**src/rtl/gray_updn_cnt_if.sv**
```systemverilog
// Control and status bundle of the Gray up/down counter.
// The counter takes the slave side; whoever drives the controls takes the master side.
interface gray_updn_cnt_if #(
   parameter int unsigned WIDTH = 4
);
   logic             enable;
   logic             up_dn;
   logic             clear;
   logic             load;
   logic [WIDTH-1:0] load_gray;
   logic [WIDTH-1:0] gray;
   logic [WIDTH-1:0] bin;
   logic             wrap;
   logic             at_max;
   logic             at_min;

   modport master (
      output enable, up_dn, clear, load, load_gray,
      input  gray, bin, wrap, at_max, at_min
   );

   modport slave (
      input  enable, up_dn, clear, load, load_gray,
      output gray, bin, wrap, at_max, at_min
   );
endinterface

```
**src/rtl/gray_updn_cnt.sv**
```systemverilog
// Up/down Gray counter with clear, Gray-coded parallel load, and wrap or saturate mode.
// Binary and Gray forms are both registered so gray never glitches across domains.
module gray_updn_cnt #(
   parameter int unsigned      WIDTH    = 4,
   parameter bit               WRAP     = 1'b1,
   parameter logic [WIDTH-1:0] INIT_BIN = '0
) (
   input  logic            clk,
   input  logic            rst_n,
   gray_updn_cnt_if.slave  cnt
);
   localparam logic [WIDTH-1:0] INIT_GRAY = INIT_BIN ^ (INIT_BIN >> 1);
   localparam logic [WIDTH-1:0] ALL_ONES  = '1;
   localparam logic [WIDTH-1:0] ONE       = WIDTH'(1);

   logic [WIDTH-1:0] bin_q,  bin_d;
   logic [WIDTH-1:0] gray_q, gray_d;
   logic             wrap_q, wrap_d;

   logic [WIDTH-1:0] load_bin;
   logic [WIDTH-1:0] step_bin;
   logic             at_top;
   logic             at_bot;
   logic             step_wraps;

   // Gray-to-binary: each binary bit is the XOR of all Gray bits at or above it.
   always_comb begin
      load_bin = '0;
      for (int i = 0; i < WIDTH; i++) begin
         load_bin[i] = ^(cnt.load_gray >> i);
      end
   end

   assign at_top     = (bin_q == ALL_ONES);
   assign at_bot     = (bin_q == '0);
   assign step_bin   = cnt.up_dn ? (bin_q + ONE) : (bin_q - ONE);
   assign step_wraps = cnt.up_dn ? at_top : at_bot;

   // NOTE: every always_comb output gets a default first so no path leaves it unassigned (no latch).
   always_comb begin
      bin_d  = bin_q;
      gray_d = gray_q;
      wrap_d = 1'b0;
      if (cnt.clear) begin
         bin_d  = '0;
         gray_d = '0;
      end else if (cnt.load) begin
         bin_d  = load_bin;
         gray_d = cnt.load_gray;
      end else if (cnt.enable && (WRAP || !step_wraps)) begin
         bin_d  = step_bin;
         gray_d = step_bin ^ (step_bin >> 1);
         wrap_d = step_wraps;
      end
   end

   // NOTE: state flops use non-blocking assignments so all registers update from pre-edge values.
   always_ff @(posedge clk or negedge rst_n) begin
      if (!rst_n) begin
         bin_q  <= INIT_BIN;
         gray_q <= INIT_GRAY;
         wrap_q <= 1'b0;
      end else begin
         bin_q  <= bin_d;
         gray_q <= gray_d;
         wrap_q <= wrap_d;
      end
   end

   // Range flags decode the registered count only, so they track reset asynchronously too.
   assign cnt.gray   = gray_q;
   assign cnt.bin    = bin_q;
   assign cnt.wrap   = wrap_q;
   assign cnt.at_max = at_top;
   assign cnt.at_min = at_bot;
endmodule

```
**src/flat_wrapper.sv**
```systemverilog
// flat-port wrapper written by rule: the top's interface ports become plain ports
module gray_updn_cnt_flat 
#(
   parameter int unsigned      WIDTH    = 4,
   parameter bit               WRAP     = 1'b1,
   parameter logic [WIDTH-1:0] INIT_BIN = '0
)
  (clk, rst_n, cnt_enable, cnt_up_dn, cnt_clear, cnt_load, cnt_load_gray, cnt_gray, cnt_bin, cnt_wrap, cnt_at_max, cnt_at_min);
  gray_updn_cnt_if #(.WIDTH(WIDTH)) cnt_i ();
  input  logic clk;
  input  logic rst_n;
  input wire logic [$bits(cnt_i.enable)-1:0] cnt_enable;
  input wire logic [$bits(cnt_i.up_dn)-1:0] cnt_up_dn;
  input wire logic [$bits(cnt_i.clear)-1:0] cnt_clear;
  input wire logic [$bits(cnt_i.load)-1:0] cnt_load;
  input wire logic [$bits(cnt_i.load_gray)-1:0] cnt_load_gray;
  output wire logic [$bits(cnt_i.gray)-1:0] cnt_gray;
  output wire logic [$bits(cnt_i.bin)-1:0] cnt_bin;
  output wire logic [$bits(cnt_i.wrap)-1:0] cnt_wrap;
  output wire logic [$bits(cnt_i.at_max)-1:0] cnt_at_max;
  output wire logic [$bits(cnt_i.at_min)-1:0] cnt_at_min;
  assign cnt_i.enable = cnt_enable;
  assign cnt_i.up_dn = cnt_up_dn;
  assign cnt_i.clear = cnt_clear;
  assign cnt_i.load = cnt_load;
  assign cnt_i.load_gray = cnt_load_gray;
  assign cnt_gray = cnt_i.gray;
  assign cnt_bin = cnt_i.bin;
  assign cnt_wrap = cnt_i.wrap;
  assign cnt_at_max = cnt_i.at_max;
  assign cnt_at_min = cnt_i.at_min;
  gray_updn_cnt #(.WIDTH(WIDTH), .WRAP(WRAP), .INIT_BIN(INIT_BIN)) u_core (.clk(clk), .rst_n(rst_n), .cnt(cnt_i));
endmodule
```
**config.mk**
```make
export PLATFORM = sky130hd
export DESIGN_NAME = gray_updn_cnt_flat
export DESIGN_NICKNAME = d
export VERILOG_FILES = /design/src/rtl/gray_updn_cnt_if.sv /design/src/rtl/gray_updn_cnt.sv /design/src/flat_wrapper.sv
export SDC_FILE = /design/constraint.sdc
export NUM_CORES = 1
export LEC_CHECK = 0
export CORE_ASPECT_RATIO = 1.2
export CORE_UTILIZATION = 25
export DETAILED_ROUTE_END_ITERATION = 7
export PLACE_DENSITY = 0.51
export SYNTH_ARGS = -nofsm -noshare
export SYNTH_HDL_FRONTEND = slang
export SYNTH_SLANG_ARGS = --single-unit
```
**constraint.sdc**
```tcl
create_clock -name clk -period 2.6 [get_ports clk]
set_input_delay 0.78 -clock clk [delete_from_list [all_inputs] [get_ports clk]]
set_output_delay 0.78 -clock clk [all_outputs]
set_load 0.005 [all_outputs]
```
[Yosys cells after proc, flatten, opt, wreduce, memory -nomap -nowiden]
Cells that the tools add are included.
Cells by class
  $add $sub $neg: 2
  muxes and demuxes: 11
  bitwise operators: 1
  eq/ne operators: 1
  reduce and logical (&&, ||, !) cells: 6
Operator list (number)
  $mux 4: 7
  $reduce_xor 4->1: 4
  $add 4x1->4 const B: 1
  $eq 4x4->1 const B: 1
  $logic_not 4->1: 1
  $mux 1: 4
  $sub 4x1->4 const B: 1
  $xor 4x3->4: 1
  $reduce_bool 3->1: 1
Storage, ports and cells
  output and inout bits: 11
  flip-flop bits (word level): 9
  word-level logic and storage cells: 24

[Depth between registers and ports, before layout]
  depth in word-level cells: 6
  mapped depth: 6
  depth with buffers taken out: 6

[Worst setup path after synthesis]
Ideal clock, no wire load.
  path type: input port to flip-flop
  from: input port cnt_up_dn
  to: register u_core.gray_q[2] (netlist: u_core.cnt.gray[2])
  slack: 587 ps
  data arrival time: 1933 ps
  stages: 4
  cells stage by stage: fa_1 -> xnor2_2 -> xor3_1 -> o22ai_2
On the way
  cells in the longest elaborated chain, start to end: 5
Ends and longest elaborated chain
  start: declaration: RTL line flat_wrapper.sv:13  | input wire logic [$bits(cnt_i.up_dn)-1:0] cnt_up_dn;
  $mux 4: RTL line gray_updn_cnt.sv:36  | assign step_bin = cnt.up_dn ? (bin_q + ONE) : (bin_q - ONE);
  $xor 4x3->4: RTL line gray_updn_cnt.sv:52  | gray_d = step_bin ^ (step_bin >> 1);
  $mux 4: RTL line gray_updn_cnt.sv:50  | end else if (cnt.enable && (WRAP || !step_wraps)) begin
  $mux 4: RTL line gray_updn_cnt.sv:47  | end else if (cnt.load) begin
  $mux 4: RTL line gray_updn_cnt.sv:44  | if (cnt.clear) begin
  end signal: assignment: RTL line gray_updn_cnt.sv:65  | gray_q <= gray_d;
  end: declaration: RTL line gray_updn_cnt.sv:17  | logic [WIDTH-1:0] gray_q, gray_d;
No other way between the ends. The select of a mux whose other input is x is not followed.
A chain may end at the register's enable or synchronous reset.

[Worst setup path in the final report]
  from: register u_core.bin_q[0] (netlist: u_core.cnt.bin[0])
  to: output port cnt_at_min
On the way
  cells in the longest elaborated chain, start to end: 1
Ends and longest elaborated chain
  start: declaration: RTL line gray_updn_cnt.sv:16  | logic [WIDTH-1:0] bin_q, bin_d;
  start signal: assignment: RTL line gray_updn_cnt.sv:64  | bin_q <= bin_d;
  $logic_not 4->1: RTL line gray_updn_cnt.sv:35  | assign at_bot = (bin_q == '0);
  end: declaration: RTL line flat_wrapper.sv:21  | output wire logic [$bits(cnt_i.at_min)-1:0] cnt_at_min;
No other way between the ends.

==> impl_metrics.xml <==
<?xml version="1.0" encoding="UTF-8"?>
<metrics>
  <group name="power">
    <metric name="power.share.combinational" unit="">0.420</metric>
    <metric name="cellInternalPower" unit="mW">0.2953</metric>
    <metric name="share_clk_of_total_power" unit="">0.232</metric>
    <metric name="seq_power_share" unit="">0.348</metric>
    <metric name="vdd_ir_drop_max" unit="V">0.0001878</metric>
    <metric name="leakagePower" unit="nW">0.3669</metric>
    <metric name="powerDensity" unit="nW/um2">495.7</metric>
    <metric name="switching_share" unit="">0.3138</metric>
    <metric name="switchingPower" unit="mW">0.1351</metric>
    <metric name="total_power_of_the_final_layout" unit="mW">0.4304</metric>
  </group>
  <group name="sta">
    <metric name="final.setup.tns" unit="ns">0</metric>
    <metric name="max_freq" unit="GHz">0.4020</metric>
    <metric name="worst_pin_slew" unit="ns">0.4019</metric>
    <metric name="finalSetupViolations" unit="">0</metric>
    <metric name="total_count_of_max_transition_violations_in_the_final_report" unit="">0</metric>
    <metric name="final.setup.worst_slack" unit="ns">0.1127</metric>
    <metric name="final_report_hold_violation_count" unit="">0</metric>
    <metric name="grt_setup_unrepaired" unit="">no</metric>
    <metric name="fin_hold_ws" unit="ns">0.6113</metric>
    <metric name="timing.final.crit_period" unit="ns">2.487</metric>
    <metric name="post-route-period-util" unit="">0.9567</metric>
    <metric name="slew-limit-headroom" unit="">0.7312</metric>
    <metric name="fin_skew" unit="ns">0.0002661</metric>
  </group>
  <group name="detailed_routing">
    <metric name="vias" unit="">537</metric>
    <metric name="vias_per_cell" unit="">4.590</metric>
    <metric name="drt_pre_antenna_iters" unit="">4</metric>
    <metric name="drt-initial-drc-count" unit="">3</metric>
    <metric name="route.antenna.remaining_nets" unit="">0</metric>
    <metric name="postRouteWirelength" unit="um">1458</metric>
    <metric name="wl_per_cell" unit="um">12.46</metric>
    <metric name="drc_errors" unit="">0</metric>
  </group>
  <group name="global_routing">
    <metric name="grt_antenna_before_repair" unit="">0</metric>
    <metric name="grt_max_degree" unit="">11</metric>
    <metric name="grt.met3_usage" unit="">0.02941</metric>
    <metric name="gr-usage-all-layers" unit="">0.1306</metric>
    <metric name="gr_layer_usage_met2" unit="">0.1885</metric>
    <metric name="grtUsageMet1" unit="">0.1831</metric>
    <metric name="grt-ovfl-total" unit="">0</metric>
    <metric name="grt_busiest_layer" unit="">met2</metric>
    <metric name="grt_pass1_vias" unit="">550</metric>
    <metric name="wire_length_of_the_first_global_routing_pass" unit="um">2463</metric>
  </group>
  <group name="cells_and_area">
    <metric name="final_net_count" unit="">102</metric>
    <metric name="antenna-diode-count" unit="">0</metric>
    <metric name="flow.area_growth_from_synthesis" unit="%">46.41</metric>
    <metric name="most-common-layout-cells" unit="">sky130_fd_sc_hd__clkdlybuf4s50_1 (20), sky130_fd_sc_hd__dfrtp_1 (8), sky130_fd_sc_hd__nor2_1 (7)</metric>
    <metric name="filler_cell_count" unit="">230</metric>
    <metric name="multiInputGateArea" unit="um2">359.1</metric>
    <metric name="cell_area_after_layout" unit="um2">868.3</metric>
    <metric name="final_layout_size_suffix_gt1_frac" unit="">0.1264</metric>
    <metric name="layout.cells.most_common" unit="">sky130_fd_sc_hd__clkdlybuf4s50_1</metric>
    <metric name="seqCellArea" unit="um2">200.2</metric>
  </group>
  <group name="setup_path">
    <metric name="setup.worst_path.start_class" unit="">flop</metric>
    <metric name="cp_slowest_stage_delay" unit="ns">0.57</metric>
    <metric name="critPathMaxFanout" unit="">6</metric>
    <metric name="critical_path.reg2reg.startpoint" unit="">u_core.cnt.bin[0]</metric>
    <metric name="worst_path_slowest_cell" unit="">sky130_fd_sc_hd__clkdlybuf4s50_1</metric>
    <metric name="worstPathCellList" unit="">nor4_1, clkdlybuf4s50_1</metric>
    <metric name="cp-startpoint" unit="">u_core.cnt.bin[0]</metric>
    <metric name="crit_type" unit="">flop to output port</metric>
    <metric name="critPathArrivalTime" unit="ns">1.71</metric>
    <metric name="critical_path_data_required_time" unit="ns">1.82</metric>
    <metric name="setup.worst_path.end_class" unit="">output port</metric>
  </group>
  <group name="clock_tree">
    <metric name="postCtsHoldBufs" unit="">0</metric>
    <metric name="clk_root_buffer_cell" unit="">sky130_fd_sc_hd__clkbuf_4</metric>
    <metric name="post_cts_resize_count" unit="">0</metric>
    <metric name="clk_latency" unit="ns">0.26</metric>
    <metric name="clock_path_buffers" unit="">2</metric>
    <metric name="tritoncts" unit="">yes</metric>
    <metric name="clock-sinks" unit="">8</metric>
    <metric name="cts.clk_slew.worst_paths" unit="ns">0.06</metric>
    <metric name="cts.repair_timing.setup_buffer_count" unit="">0</metric>
    <metric name="cts_max_level" unit="">1</metric>
    <metric name="cts_inserted_buffers" unit="">3</metric>
  </group>
  <group name="synthesis">
    <metric name="syn_area_per_cell" unit="um2">9.267</metric>
    <metric name="synth.cell_area" unit="um2">593.1</metric>
    <metric name="synthDistinctLibCells" unit="">28</metric>
    <metric name="mappedNetlistNets" unit="">77</metric>
    <metric name="synth_warnings" unit="">0</metric>
    <metric name="gate_count_of_the_mapped_netlist" unit="">64</metric>
    <metric name="synth.yosys.seq_area_share" unit="">0.3376</metric>
    <metric name="postSynthRegisterBits" unit="">8</metric>
  </group>
  <group name="floorplanning">
    <metric name="core_region_area" unit="um2">2140</metric>
    <metric name="die_w" unit="um">46.46</metric>
    <metric name="io-pin-count" unit="">21</metric>
    <metric name="floorplan.rows" unit="">18</metric>
    <metric name="fp.dieH" unit="um">55.36</metric>
    <metric name="effective_utilization_at_floorplan" unit="">0.2772</metric>
    <metric name="fp.dieArea" unit="um2">2572</metric>
  </group>
  <group name="placed_design">
    <metric name="hpwlAfterDp" unit="um">1114</metric>
    <metric name="gpl_congestion" unit="">0.7405</metric>
    <metric name="placement.cell_area" unit="um2">840.8</metric>
    <metric name="port-buffer-count" unit="">20</metric>
    <metric name="place_ws" unit="ns">-0.04156</metric>
  </group>
  <group name="outcome">
    <metric name="run_status" unit="">finished, final reports clean</metric>
  </group>
  <group name="min_path">
    <metric name="worstHoldStart" unit="">u_core.cnt.gray[2]</metric>
    <metric name="timing.hold.worst.class" unit="">flop to flop</metric>
  </group>
  <group name="flow_run">
    <metric name="max_cap_violations" unit="">0</metric>
  </group>
</metrics>
## metrics by stage
stage	cells	util
floorplan	64	-
global placement	114	0.3930
detailed placement	114	0.3930
CTS	117	0.4035
global route	117	0.4058
finish	117	0.4058
## power by group through the flow
stage               registers [mW]  clock network [mW]  logic (mW)
finish                       0.150              0.0999       0.181
global route                 0.151               0.109       0.196
CTS                          0.150               0.104       0.181
detailed placement           0.152                   0       0.178
global placement             0.152                   0       0.179
floorplan                    0.150                   0       0.111
## sequential cells by signal, summed over array words and instances, names as in the netlist
name             cells
u_core.cnt.bin       4
u_core.cnt.gray      3
u_core.cnt.wrap      1
## layer usage
metal  vias up  wire (um)
met5         -          0
met3         0         44
met1       252        701
met4         0          0
met2        14        712
li1        271          -
## final cells by class
type | instances | area share
multi-input combinational | 47 | 0.4135
timing repair buffer | 24 | 0.2651
sequential | 8 | 0.2305
tap | 30 | 0.04323
clock buffer | 3 | 0.02594
inverter | 5 | 0.02161
## critical path, delay by kind of cell (launching register included)
family / cells / cell delay [ns]
buffers and inverters: 1 / 0.57
DFF: 1 / 0.47
and+or+nand+nor: 1 / 0.40
## synth_stat cells
cell type | instances | area share
sky130_fd_sc_hd__a211oi_2 | 1 | 0.021
sky130_fd_sc_hd__buf_2 | 1 | 0.0084
sky130_fd_sc_hd__xor3_1 | 1 | 0.040
sky130_fd_sc_hd__nor2_1 | 7 | 0.044
sky130_fd_sc_hd__a221oi_1 | 1 | 0.015
sky130_fd_sc_hd__a211oi_1 | 4 | 0.051
sky130_fd_sc_hd__nor4_1 | 1 | 0.011
sky130_fd_sc_hd__a22oi_1 | 1 | 0.013
sky130_fd_sc_hd__nor3b_1 | 1 | 0.013
sky130_fd_sc_hd__buf_4 | 1 | 0.013
sky130_fd_sc_hd__dfrtp_1 | 8 | 0.34
sky130_fd_sc_hd__ha_1 | 2 | 0.042
sky130_fd_sc_hd__a21oi_1 | 6 | 0.051
sky130_fd_sc_hd__inv_1 | 5 | 0.032
sky130_fd_sc_hd__and3_1 | 1 | 0.011
sky130_fd_sc_hd__o21ai_0 | 1 | 0.0084
sky130_fd_sc_hd__clkbuf_1 | 2 | 0.013
sky130_fd_sc_hd__nand4b_1 | 1 | 0.015
sky130_fd_sc_hd__a21o_1 | 1 | 0.013
sky130_fd_sc_hd__nor2b_1 | 1 | 0.011
sky130_fd_sc_hd__nor3_1 | 1 | 0.0084
sky130_fd_sc_hd__nand2_1 | 4 | 0.025
sky130_fd_sc_hd__or3_1 | 2 | 0.021
sky130_fd_sc_hd__o22ai_2 | 1 | 0.021
sky130_fd_sc_hd__xnor2_1 | 6 | 0.089
sky130_fd_sc_hd__xor2_1 | 1 | 0.015
sky130_fd_sc_hd__xnor2_2 | 1 | 0.027
sky130_fd_sc_hd__fa_1 | 1 | 0.034
## cells by family (layout without fill, tap and decap cells)
family                   after synthesis  count (layout)  synth area share
adder cells (fa/ha/maj)                3               3           0.07594
flip-flops                             8               8            0.3375
buffers and inverters                  9              32           0.06541
AO/OA/AOI/OAI                         16              16            0.1920
XOR/XNOR                               9               9            0.1709
AND/OR/NAND/NOR                       19              19            0.1582
## final timing paths
check,end,slack (ns),cells after the start
max,cnt_at_min,0.11,2
min,u_core.cnt.gray[2],0.61,2
max reg2reg,u_core.cnt.gray[2],0.59,5
min reg2reg,u_core.cnt.gray[2],0.61,2
max in group asynchronous,u_core.cnt.gray[2],1.50,1
min in group asynchronous,u_core.cnt.gray[0],0.82,1
Note: power is estimated with default switching activity, not from simulation.
